[src/rtl/hyperram_ctrl.sv]
// Single-word HyperBus controller: turns SRAM-style 16-bit requests into CS#/CA/latency/data
// phases, emitting DDR-split pad data and direction enables for an external iCE40 I/O wrapper.
module hyperram_ctrl #(
    parameter int ADDR_WIDTH = 12,
    parameter int LATENCY    = 6,
    parameter int RD_TIMEOUT = 16
) (
    input  logic                  clk,
    input  logic                  reset_,
    input  logic                  sram_req,
    input  logic                  sram_rd,
    output logic                  sram_ready,
    input  logic [ADDR_WIDTH-1:0] sram_addr,
    input  logic [15:0]           sram_wr_data,
    output logic                  sram_rd_data_vld,
    output logic [15:0]           sram_rd_data,
    output logic                  hyperram_io_clk,
    output logic                  hyperram_clk,
    output logic                  hyperram_ce_to_pad_,
    output logic                  hyperram_rst_to_pad_,
    output logic                  hyperram_dq_dir,
    output logic                  hyperram_rwds_dir,
    output logic [7:0]            hyperram_dq_to_pad_0,
    output logic [7:0]            hyperram_dq_to_pad_1,
    output logic                  hyperram_rwds_to_pad_0,
    output logic                  hyperram_rwds_to_pad_1,
    input  logic [7:0]            hyperram_dq_from_pad_0,
    input  logic [7:0]            hyperram_dq_from_pad_1,
    input  logic                  hyperram_rwds_from_pad_0,
    input  logic                  hyperram_rwds_from_pad_1
);

    // state    | meaning
    // IDLE     | CS# high, ready for a request
    // CSSETUP  | CS# low one cycle before CK starts
    // CA       | three command/address DDR words
    // WAIT     | fixed 2x initial latency, bus released
    // WDATA    | one DDR write word, RWDS driven low (no mask)
    // RDATA    | wait for RWDS strobe, bounded by RD_TIMEOUT
    // RECOVER  | CS# high two cycles before next access
    typedef enum logic [2:0] {
        S_IDLE, S_CSSETUP, S_CA, S_WAIT, S_WDATA, S_RDATA, S_RECOVER
    } state_t;

    state_t      state, state_nxt;
    logic [15:0] cnt;
    logic [47:0] ca_q;
    logic [47:0] ca_nxt;
    logic [15:0] wr_data_q;
    logic        rd_q;
    logic        rst_pad_q;
    logic        req;
    logic        accept;
    logic        unused_rwds_1;

    assign hyperram_io_clk      = clk;
    assign hyperram_rst_to_pad_ = rst_pad_q;
    assign req                  = sram_req | sram_rd;
    assign accept               = (state == S_IDLE) && rst_pad_q && req;
    assign ca_nxt = {sram_rd, 1'b0, 1'b1, 29'(sram_addr[ADDR_WIDTH-1:3]), 13'd0, sram_addr[2:0]};
    assign unused_rwds_1        = hyperram_rwds_from_pad_1;

    always_ff @(posedge clk or posedge reset_) begin
        if (reset_) state <= S_IDLE;
        else        state <= state_nxt;
    end

    always_comb begin
        state_nxt = state;
        case (state)
            S_IDLE:    if (accept) state_nxt = S_CSSETUP;
            S_CSSETUP: state_nxt = S_CA;
            S_CA:      if (cnt == 16'd0) state_nxt = S_WAIT;
            S_WAIT:    if (cnt == 16'd0) state_nxt = rd_q ? S_RDATA : S_WDATA;
            S_WDATA:   state_nxt = S_RECOVER;
            S_RDATA:   if (hyperram_rwds_from_pad_0 || cnt == 16'd0) state_nxt = S_RECOVER;
            S_RECOVER: if (cnt == 16'd0) state_nxt = S_IDLE;
            default:   state_nxt = S_IDLE;
        endcase
    end

    always_comb begin
        sram_ready             = 1'b0;
        hyperram_clk           = 1'b0;
        hyperram_ce_to_pad_    = 1'b1;
        hyperram_dq_dir        = 1'b0;
        hyperram_rwds_dir      = 1'b0;
        hyperram_dq_to_pad_0   = 8'h00;
        hyperram_dq_to_pad_1   = 8'h00;
        hyperram_rwds_to_pad_0 = 1'b0;
        hyperram_rwds_to_pad_1 = 1'b0;
        case (state)
            S_IDLE:    sram_ready = rst_pad_q;
            S_CSSETUP: hyperram_ce_to_pad_ = 1'b0;
            S_CA: begin
                hyperram_ce_to_pad_  = 1'b0;
                hyperram_clk         = 1'b1;
                hyperram_dq_dir      = 1'b1;
                hyperram_dq_to_pad_0 = ca_q[47:40];
                hyperram_dq_to_pad_1 = ca_q[39:32];
            end
            S_WAIT, S_RDATA: begin
                hyperram_ce_to_pad_ = 1'b0;
                hyperram_clk        = 1'b1;
            end
            S_WDATA: begin
                hyperram_ce_to_pad_  = 1'b0;
                hyperram_clk         = 1'b1;
                hyperram_dq_dir      = 1'b1;
                hyperram_rwds_dir    = 1'b1;
                hyperram_dq_to_pad_0 = wr_data_q[15:8];
                hyperram_dq_to_pad_1 = wr_data_q[7:0];
            end
            default: ;
        endcase
    end

    // Down-counter is loaded on every state change with the remaining cycles of the new state.
    always_ff @(posedge clk or posedge reset_) begin
        if (reset_) begin
            rst_pad_q        <= 1'b0;
            cnt              <= 16'd0;
            ca_q             <= 48'd0;
            wr_data_q        <= 16'd0;
            rd_q             <= 1'b0;
            sram_rd_data     <= 16'd0;
            sram_rd_data_vld <= 1'b0;
        end else begin
            rst_pad_q        <= 1'b1;
            sram_rd_data_vld <= 1'b0;
            if (accept) begin
                ca_q      <= ca_nxt;
                wr_data_q <= sram_wr_data;
                rd_q      <= sram_rd;
            end else if (state == S_CA) begin
                ca_q <= {ca_q[31:0], 16'd0};
            end
            if (state_nxt != state) begin
                case (state_nxt)
                    S_CA:      cnt <= 16'd2;
                    S_WAIT:    cnt <= 16'(2 * LATENCY - 1);
                    S_RDATA:   cnt <= 16'(RD_TIMEOUT - 1);
                    S_RECOVER: cnt <= 16'd1;
                    default:   cnt <= 16'd0;
                endcase
            end else if (cnt != 16'd0) begin
                cnt <= cnt - 16'd1;
            end
            if (state == S_RDATA && hyperram_rwds_from_pad_0) begin
                sram_rd_data     <= {hyperram_dq_from_pad_0, hyperram_dq_from_pad_1};
                sram_rd_data_vld <= 1'b1;
            end
        end
    end

endmodule

[config.mk]
export PLATFORM = sky130hd
export DESIGN_NAME = hyperram_ctrl
export DESIGN_NICKNAME = d
export VERILOG_FILES = /design/src/rtl/hyperram_ctrl.sv
export SDC_FILE = /design/constraint.sdc
export NUM_CORES = 1
export LEC_CHECK = 0
export BUFFER_PORTS_ARGS = -buffer_cell sky130_fd_sc_hd__buf_2
export CORE_MARGIN = 5
export CORE_UTILIZATION = 39
export DETAILED_ROUTE_END_ITERATION = 10
export MAX_ROUTING_LAYER = met4
export PLACE_DENSITY_LB_ADDON = 0.2
export SLEW_MARGIN = 20
export SYNTH_ARGS = -nofsm -noshare
export SYNTH_HDL_FRONTEND = slang
export SYNTH_SLANG_ARGS = --single-unit
[constraint.sdc]
create_clock -name clk -period 2.6 [get_ports clk]
set_clock_uncertainty 0.2 [all_clocks]
set_input_delay 0.52 -clock clk [delete_from_list [all_inputs] [get_ports clk]]
set_output_delay 0.52 -clock clk [all_outputs]
set_load 0.005 [all_outputs]
==> impl_metrics.tcl, run 1 <==
set metrics [dict create \
    setup_viol 0 \
    finalWirelength_mm 8.15 \
    first_global_vias 2854 \
    netlist-cell-type-count 47 \
    fp.dieArea_um2 11000 \
    crit_arrival_ps 1790 \
    tightest_slew_ps 493 \
    route.met2.wl_mm 3.96 \
    grt_max_degree 50 \
    dr_total_vias 2860 \
    seqPwrFrac_pct 42.7 \
    antenna_found_initial 0 \
    area_growth_pct 27.8 \
    dp_slack_ps 71.7 \
    critical_path_required_ps 1880 \
    io_pins 92 \
    cp_max_fo 18 \
    power_frac_comb_pct 28.6 \
    fin_setup_tns_ps 0 \
    synth_edf_count 0 \
    yosys.area.top_type "dfrtp_1" \
    grt_usage_pct 15.7 \
    syn-cell-area_um2 3510 \
    status "finished clean" \
    dp_hpwl_mm 5.64 \
    switching_share_pct 31.8 \
    clkPwrFrac_pct 28.7 \
    p_sw_mw 1.28 \
    antennaDiodeCount 0 \
    wl_met1_mm 3.67 \
    synth.avg_cell_area_um2 9.86 \
    fin_crit_ps 2510 \
    first_pass_iters 4 \
    rsz0062_at_grt "false" \
    ys_ff_latch 77 \
    final_util_pct 51.2 \
    synth_area_leaders "dfrtp_1 (55%), nand2_1 (10%), mux2_2 (5.1%)" \
    max_cap_violations 0 \
    met3WireLength_um 440 \
    routed.top_layer "met4" \
    crit_type "flop to primary output" \
    nets 511 \
    clkSlewWorstSetupHoldPaths_ps 80 \
    postRouteAntennaNets 0 \
    fillers 842 \
    drt-initial-drc-count 152 \
    drive_gt1_share_pct 34.6 \
    p_leak_nw 2.25 \
    io_buffers 88 \
    drv_slew 0 \
    slew_headroom_pct 66.9 \
    hold_slack_ps 48.6 \
    yosysWarnings 0 \
    cts_tree "built" \
    drc 0 \
    ir_drop_uv 407 \
    holdPathStages 3 \
    register_area_um2 1930 \
    hold_violations 0 \
    gp_congestion 0.852 \
    crit_path_start_kind "flop" \
    gr-total-overflow 0 \
    min_path_type "primary input to flop" \
    yosysTopAreaCellShare_pct 54.9 \
    fmax_mhz 398 \
    yosysSeqAreaShare_pct 54.9 \
    rr_worst_depth 5 \
    setup_ws_ps 89.3 \
    die_w_um 105 \
    grt_pass1_wl_mm 13.6 \
    p_per_area_nw_per_um2 898 \
    dieHeight_um 105 \
    p_int_mw 2.75 \
    cp-end-kind "primary output" \
    synthArstFlopShare_pct 100 \
    finalCritPeriodShare_pct 96.6 \
    clk_latency_ps 460 \
    multi_input_area_um2 1480 \
    wire_per_inst_um 14.2 \
    start_util_pct 40.1 \
    vias_per_cell 4.99 \
    synthCells 356 \
    total_power_mw 4.03 \
    synthFlopType "dfrtp_1" \
    core_um2 8760 \
    rows 34 \
]
## cells in the mapped netlist, types with 5 or more instances
cell type,instances
xnor2_1,7
and2_1,6
o21ai_0,21
buf_2,7
nand2_1,95
a22o_1,12
nor2_1,17
a21oi_1,14
dfrtp_1,77
mux2_2,16
clkbuf_1,15
xor2_1,5
## metal layers
metal / vias to the layer above / track usage [%]
met3: 7 / 4.56
met4: 0 / 5.57
met1: 1380 / 20.0
li1: 1411 / -
met5: - / -
met2: 62 / 23.9
## final cells by class
class,count,share of cell area (%)
inverters,5,0.502
well taps,108,3.01
flip-flops and latches,77,43.0
multi-input cells,250,32.9
repair buffers,113,14.6
clock buffers,15,4.18
clock inverters,5,1.81
## placed cells by master, fill, tap and decap left out, types with 3 or more instances in the layout
cell type   n
a21o_1      3
nor4_1      3
o21ai_0    21
a211oi_1    3
nand2_1    95
xnor2_1     7
and2_1      6
buf_2      88
inv_1       3
dfrtp_1    74
or3_1       3
buf_4      22
a21oi_1    14
nor2_1     16
nand3_1     3
dfrtp_2     3
mux2i_1     3
a22o_1     12
nor3_1      3
mux2_2     16
conb_1      3
clkbuf_8   13
xor2_1      5
or4_1       4
## timing repair
item | CTS | global route
buffers inserted | 0 | 1
pin swaps | 0 | 2
gates resized for setup | 3 | 6
hold buffers | 1 | 0
endpoints found under the setup margin | 12 | 19
endpoints found under the hold margin | 17 | 0
## power groups by stage
stage,logic [mW],clock network [mW],registers (mW)
6_report,1.15,1.16,1.72
2_1_floorplan,0.788,0.0249,1.67
4_1_cts,1.14,1.19,1.71
3_3_place_gp,1.10,0.0167,1.72
3_5_place_dp,1.12,0.0167,1.73
5_1_grt,1.29,1.25,1.77
## kinds of logic (layout without fill, tap and decap cells)
family                   after synthesis  count (layout)  synth area share [%]
buffers and inverters                 30             138                  3.78
adder cells (fa/ha/maj)                1               1                 0.356
XOR/XNOR                              12              12                  2.99
other                                  2               3                 0.214
AND/OR/NAND/NOR                      151             151                  19.8
multiplexers                          19              19                  5.99
flip-flops                            77              77                  54.9
AO/OA/AOI/OAI                         64              64                  12.0
## worst paths after layout
check	start	to	slack (ps)
worst max-delay path	state[1]$_DFF_PP0_	hyperram_dq_to_pad_1[1]	90
worst min-delay path	hyperram_dq_from_pad_0[7]	sram_rd_data[15]$_DFFE_PP0P_	50
worst max register to register	cnt[4]$_DFFE_PP0P_	cnt[0]$_DFFE_PP0P_	100
worst min register to register	sram_rd_data[2]$_DFFE_PP0P_	sram_rd_data[2]$_DFFE_PP0P_	270
max in group asynchronous	reset_	cnt[1]$_DFFE_PP0P_	1140
min in group asynchronous	reset_	wr_data_q[14]$_DFFE_PP0P_	440
## sequential cells by signal (all words and copies together) (netlist names)
register	flops
ca_q	23
cnt	16
rd_q	1
wr_data_q	16
hyperram_rst_to_pad_	1
sram_rd_data	16
sram_rd_data_vld	1
state	3
## worst max-delay path, cell delays in order (launching register included)
cell and delay, ps:
dfrtp_2 450, buf_4 170, nor3b_2 170, buf_6 210
a22o_1 200, buf_2 130
## stage by stage
stage	area (um2)	instances
6_report	4490	573
5_1_grt	4490	573
2_1_floorplan	3520	357
3_5_place_dp	4180	552
3_3_place_gp	4180	552
4_1_cts	4460	572
No activity file was read; power rests on OpenSTA's default activity.
==> inputs of run 2 (changes only) <==
RECOVER_POWER = 25   (was not set)
==> impl_metrics.tcl, run 2 (same netlist as run 1, synthesis figures left out) <==
set metrics [dict create \
    setup_ws_ps 90.8 \
    die_w_um 105 \
    area_growth_pct 27.3 \
    finalWirelength_mm 8.14 \
    crit_type "flop to primary output" \
    grt-busiest-layer "met2" \
    seqPwrFrac_pct 42.7 \
    switching_share_pct 31.9 \
    rr_worst_depth 5 \
    met3_usage_pct 4.56 \
    gr-total-overflow 0 \
    final_cell_mix "nand2_1 (95), buf_2 (87), dfrtp_1 (74)" \
    holdPathStages 3 \
    critical_path_required_ps 1880 \
    dr_total_vias 2870 \
    p_per_area_nw_per_um2 900 \
    slew_headroom_pct 36.0 \
    fmax_mhz 399 \
    total_power_mw 4.03 \
    cp-end-kind "primary output" \
    grt_usage_pct 15.7 \
    cts_tree "built" \
    critical_path.reg2reg.startpoint "cnt[4]$_DFFE_PP0P_" \
    dieHeight_um 105 \
    fin_crit_ps 2510 \
    nets 511 \
    grt_pass1_wl_mm 13.6 \
    vias_per_cell 5.01 \
    max_cap_violations 0 \
    drt-initial-drc-count 152 \
    drv_slew 0 \
    finalCritPeriodShare_pct 96.5 \
    min_from "hyperram_dq_from_pad_0[7]" \
    power_frac_comb_pct 28.6 \
    grtUsageMet1_pct 20.0 \
    postRouteAntennaNets 0 \
    rsz0062_at_grt "false" \
    crit_path_start_kind "flop" \
    gp_congestion 0.852 \
    clkPwrFrac_pct 28.7 \
    clk_latency_ps 460 \
    layout_commonest_cell "nand2_1" \
    dp_slack_ps 71.7 \
    min_path_type "primary input to flop" \
    start_util_pct 40.1 \
    tightest_slew_ps 955 \
    antennaDiodeCount 0 \
    crit_arrival_ps 1790 \
    grt_max_degree 50 \
    p_sw_mw 1.28 \
    antenna_found_initial 0 \
    regMostFlops "ca_q" \
    core_um2 8760 \
    cp_max_fo 18 \
    setup_viol 0 \
    rows 34 \
    clkSlewWorstSetupHoldPaths_ps 80 \
    p_leak_nw 2.24 \
    wire_per_inst_um 14.2 \
    drive_gt1_share_pct 34.0 \
    hold_violations 0 \
    first_global_vias 2854 \
    status "finished clean" \
    hold_path_end "sram_rd_data[15]$_DFFE_PP0P_" \
    p_int_mw 2.74 \
    reg2reg_slack_ps 100 \
    fp.dieArea_um2 11000 \
    largest_reg_flops 23 \
    io_buffers 88 \
    worstReg2RegEnd "cnt[0]$_DFFE_PP0P_" \
    gr-usage-met2_pct 23.9 \
    fin_setup_tns_ps 0 \
    drc 0 \
    first_pass_iters 4 \
    dp_hpwl_mm 5.64 \
    ir_drop_uv 407 \
    io_pins 92 \
]
## run 2: cell count changes in the layout (fill, tap and decap cells not counted), sizes merged
cell | previous run | this run
buf | 113 | 108
clkbuf | 14 | 19
## run 2: cell type report
cell class | instances | area, um2
timing repair buffer | 113 | 639
clock inverter | 5 | 81.3
sequential | 77 | 1930
fill | 845 | 4290
tap | 108 | 135
clock buffer | 15 | 188
inverter | 5 | 20.0
multi-input combinational | 250 | 1480
## run 2: worst max path at each step
stage,startpoint,end,slack (ps),cells after the start
CTS,state[2]$_DFF_PP0_,hyperram_dq_to_pad_1[5],20,5
floorplan,cnt[0]$_DFFE_PP0P_,cnt[0]$_DFFE_PP0P_,100,8
detailed placement,cnt[0]$_DFFE_PP0P_,cnt[1]$_DFFE_PP0P_,70,7
global route,cnt[0]$_DFFE_PP0P_,cnt[0]$_DFFE_PP0P_,6,7
finish,state[1]$_DFF_PP0_,hyperram_dq_to_pad_1[1],90,5
global placement,cnt[0]$_DFFE_PP0P_,cnt[0]$_DFFE_PP0P_,90,7
## run 2: metrics by stage
| stage | hold slack, ps | utilization [%] | area [um2] | std cells |
|---|---|---|---|---|
| 6_report | 48.4 | 51.0 | 4470 | 573 |
| 5_1_grt | 32.8 | 51.0 | 4470 | 573 |
| 4_1_cts | 26.0 | 50.9 | 4460 | 572 |
| 3_5_place_dp | 262 | 47.7 | 4180 | 552 |
| 3_3_place_gp | 252 | 47.7 | 4180 | 552 |
| 2_1_floorplan | 250 | - | 3520 | 357 |
## run 2: power by group through the flow
stage | registers, mW | clock network (mW) | logic (mW)
after floorplan | 1.67 | 0.0249 | 0.788
after global placement | 1.72 | 0.0167 | 1.10
after detailed placement | 1.73 | 0.0167 | 1.12
after CTS | 1.71 | 1.19 | 1.14
after global routing | 1.77 | 1.25 | 1.28
final | 1.72 | 1.16 | 1.15
## run 2: timing repair
item                                    in CTS  in global routing
endpoints found under the hold margin       17                  0
setup buffers                                0                  1
hold buffers                                 1                  0
endpoints found under the setup margin      12                 19
pin swaps                                    0                  2
gates resized for setup                      3                  6
## run 2: layer usage
metal | up-vias | share of wire, %
li1 | 1410 | -
met1 | 1383 | 45
met2 | 70 | 48
met3 | 7 | 5.7
met4 | 0 | 0.97
met5 | - | 0
## run 2: critical path: stages (launching register included)
cell     delay, ps
dfrtp_2        450
buf_4          170
nor3b_2        170
buf_6          210
a22o_1         200
buf_2          130
==> inputs of run 3 (changes only) <==
ABC_AREA = 1   (was not set)
PLACE_DENSITY = 0.71   (was not set)
PLACE_DENSITY_LB_ADDON = not set   (was 0.2)
==> impl_metrics.tcl, run 3 <==
set metrics [dict create \
    status "finished clean" \
    synth.avg_cell_area_um2 8.33 \
    fmax_mhz 410 \
    largest_reg_flops 23 \
    clkPwrFrac_pct 18.8 \
    yosysWarnings 0 \
    dp_hpwl_mm 5.76 \
    syn-cell-area_um2 3570 \
    p_sw_mw 2.13 \
    fp.dieArea_um2 11200 \
    path_cells "nor2_1 -> nand2_1 -> buf_4 -> o22ai_1 -> buf_2" \
    cts_setup_buffers 0 \
    finalCritPeriodShare_pct 93.9 \
    synth_compound_area_share_pct 10.2 \
    ir_drop_uv 605 \
    dpl_cell_area_um2 4150 \
    setup_viol 0 \
    synth_fa_ha_area_share_pct 0.351 \
    grt_max_degree 35 \
    yosys.area.top_type "dfrtp_1" \
    final_cell_mix "nand2_1 (136), buf_2 (88), dfrtp_1 (76)" \
    netlist-cell-type-count 36 \
    setup_ws_ps 159 \
    yosys-mux-area-fraction_pct 0 \
    grt_pass1_wl_mm 13.4 \
    synth_top_family_by_area "simple AND/OR/NAND/NOR gates" \
    cpPeakStageDelay_ps 470 \
    yosysMostFrequentCell "nand2_1" \
    seqPwrFrac_pct 37.0 \
    area_growth_pct 23.3 \
    critical_path.reg2reg.startpoint "cnt[0]$_DFFE_PP0P_" \
    dr_total_vias 3031 \
    cp-end-kind "primary output" \
    slew_headroom_pct 34.9 \
    fillers 864 \
    gr-total-overflow 0 \
    yosys.area_share.simple_pct 24.5 \
    p_per_area_nw_per_um2 1180 \
    synth_edf_count 0 \
    wire_per_inst_um 12.4 \
    synthCells 428 \
    tightest_slew_ps 971 \
    synthArstFlopShare_pct 100 \
    p_leak_nw 2.37 \
    finalWirelength_mm 7.87 \
    switching_share_pct 41.0 \
    layout_commonest_cell "nand2_1" \
    core_um2 8810 \
    synthFlopType "dfrtp_1" \
    hold_slack_ps 53.5 \
    io_buffers 88 \
    crit_arrival_ps 1720 \
    min_path_type "primary input to flop" \
    ys_ff_latch 77 \
    critical_path_required_ps 1880 \
    grt_usage_pct 15.2 \
    hold_violations 0 \
    vias_per_cell 4.76 \
    rsz0062_at_grt "false" \
    cp_max_fo 9 \
    antennaDiodeCount 0 \
    min_from "sram_wr_data[7]" \
    p_int_mw 3.07 \
    cp_slowest_cell "dfrtp_2" \
    post-route-cell-area_um2 4400 \
    dp_slack_ps 322 \
    max_cap_violations 0 \
    first_global_vias 2963 \
    fin_setup_tns_ps 0 \
    critical_path.startpoint "state[1]$_DFF_PP0_" \
    cts_tree "built" \
    drive_gt1_share_pct 26.7 \
    synth_common_cells "nand2_1 (136), dfrtp_1 (77), inv_1 (50)" \
    crit_type "flop to primary output" \
    nets 575 \
    gp_congestion 0.852 \
    first_pass_iters 4 \
    dieHeight_um 106 \
    io_pins 92 \
    antenna_found_initial 0 \
    crit_path_start_kind "flop" \
    synthXorXnorAreaFrac_pct 2.21 \
    rows 34 \
    die_w_um 106 \
    fin_crit_ps 2440 \
    start_util_pct 40.5 \
    clkSlewWorstSetupHoldPaths_ps 80 \
    drt-initial-drc-count 145 \
    yosysSeqAreaShare_pct 54.0 \
    power_frac_comb_pct 44.2 \
    regMostFlops "ca_q" \
    clk_latency_ps 460 \
    yosysTopAreaCellShare_pct 54.0 \
    drv_slew 0 \
    postRouteAntennaNets 0 \
    synth_area_leaders "dfrtp_1 (54%), nand2_1 (14%), o21ai_0 (5.3%)" \
    drc 0 \
]
[run 3: cell count changes after synthesis, moves of 10 or more]
cell / previous run / this run
a22o_1: 12 / 0
o22ai_1: 1 / 13
a21oi_1: 14 / 4
nand2_1: 95 / 136
nor2_1: 17 / 30
o21ai_0: 21 / 38
inv_1: 4 / 50
mux2_2: 16 / 0
[run 3: layout make-up]
cell class	instances	area, um2	share of cell area (%)
Clock buffer	16	201	4.58
Clock inverter	4	30.0	0.683
Inverter	59	223	5.07
Multi-Input combinational cell	277	1350	30.7
Sequential cell	77	1930	43.9
Tap cell	108	135	3.07
Timing Repair Buffer	96	531	12.1
[run 3: what timing repair did]
action | 4_1_cts | 5_1_grt
endpoints found under the hold margin | 19 | 0
resized for setup | 0 | 2
hold buffers | 1 | 0
endpoints found under the setup margin | 0 | 8
[run 3: cell families after synthesis]
group	count (synthesis)
adders and majority gates	1
DFF	77
buffers and inverters	75
other	2
AOI/OAI and AO/OA	63
and+or+nand+nor	201
xor gates and xnor gates	9
[run 3: power by group through the flow]
stage	clock network [mW]	logic (mW)	registers, mW
floorplan	0.0249	1.68	1.89
global placement	0.0167	2.24	1.92
detailed placement	0.0167	2.30	1.94
CTS	1.00	2.31	1.92
global route	1.07	2.65	1.98
finish	0.979	2.30	1.92
[run 3: metal layers]
layer / track usage [%] / share of wire (%) / up-vias
met5: - / 0 / -
met4: 6.57 / 1.5 / 0
met3: 4.10 / 5.6 / 13
met2: 23.1 / 47 / 78
met1: 19.3 / 46 / 1416
li1: - / - / 1524
[run 3: critical path, delay by kind of cell, from the launching register on]
| family | cells | cell delay, ps |
|---|---|---|
| flip-flops | 1 | 470 |
| buffers and inverters | 2 | 350 |
| AND/OR/NAND/NOR | 2 | 270 |
| AO/OA/AOI/OAI | 1 | 180 |
[run 3: per-stage QoR]
stage                     total power, mW  cells  utilization [%]
after global placement               4.18    617             47.2
after floorplan                      3.59    429                -
final                                5.20    637             49.9
after detailed placement             4.25    617             47.2
after global routing                 5.70    637             49.9
after CTS                            5.23    637             49.8
[run 3: worst paths after layout]
kind                            slack, ps                           to  depth (start not counted)
min in group asynchronous             560    wr_data_q[11]$_DFFE_PP0P_                          3
max in group asynchronous             830           cnt[3]$_DFFE_PP0P_                          5
worst max register to register        320           cnt[1]$_DFFE_PP0P_                         13
worst min-delay path                   50     wr_data_q[7]$_DFFE_PP0P_                          3
worst min register to register        270  sram_rd_data[2]$_DFFE_PP0P_                          2
worst max-delay path                  160      hyperram_dq_to_pad_1[2]                          5
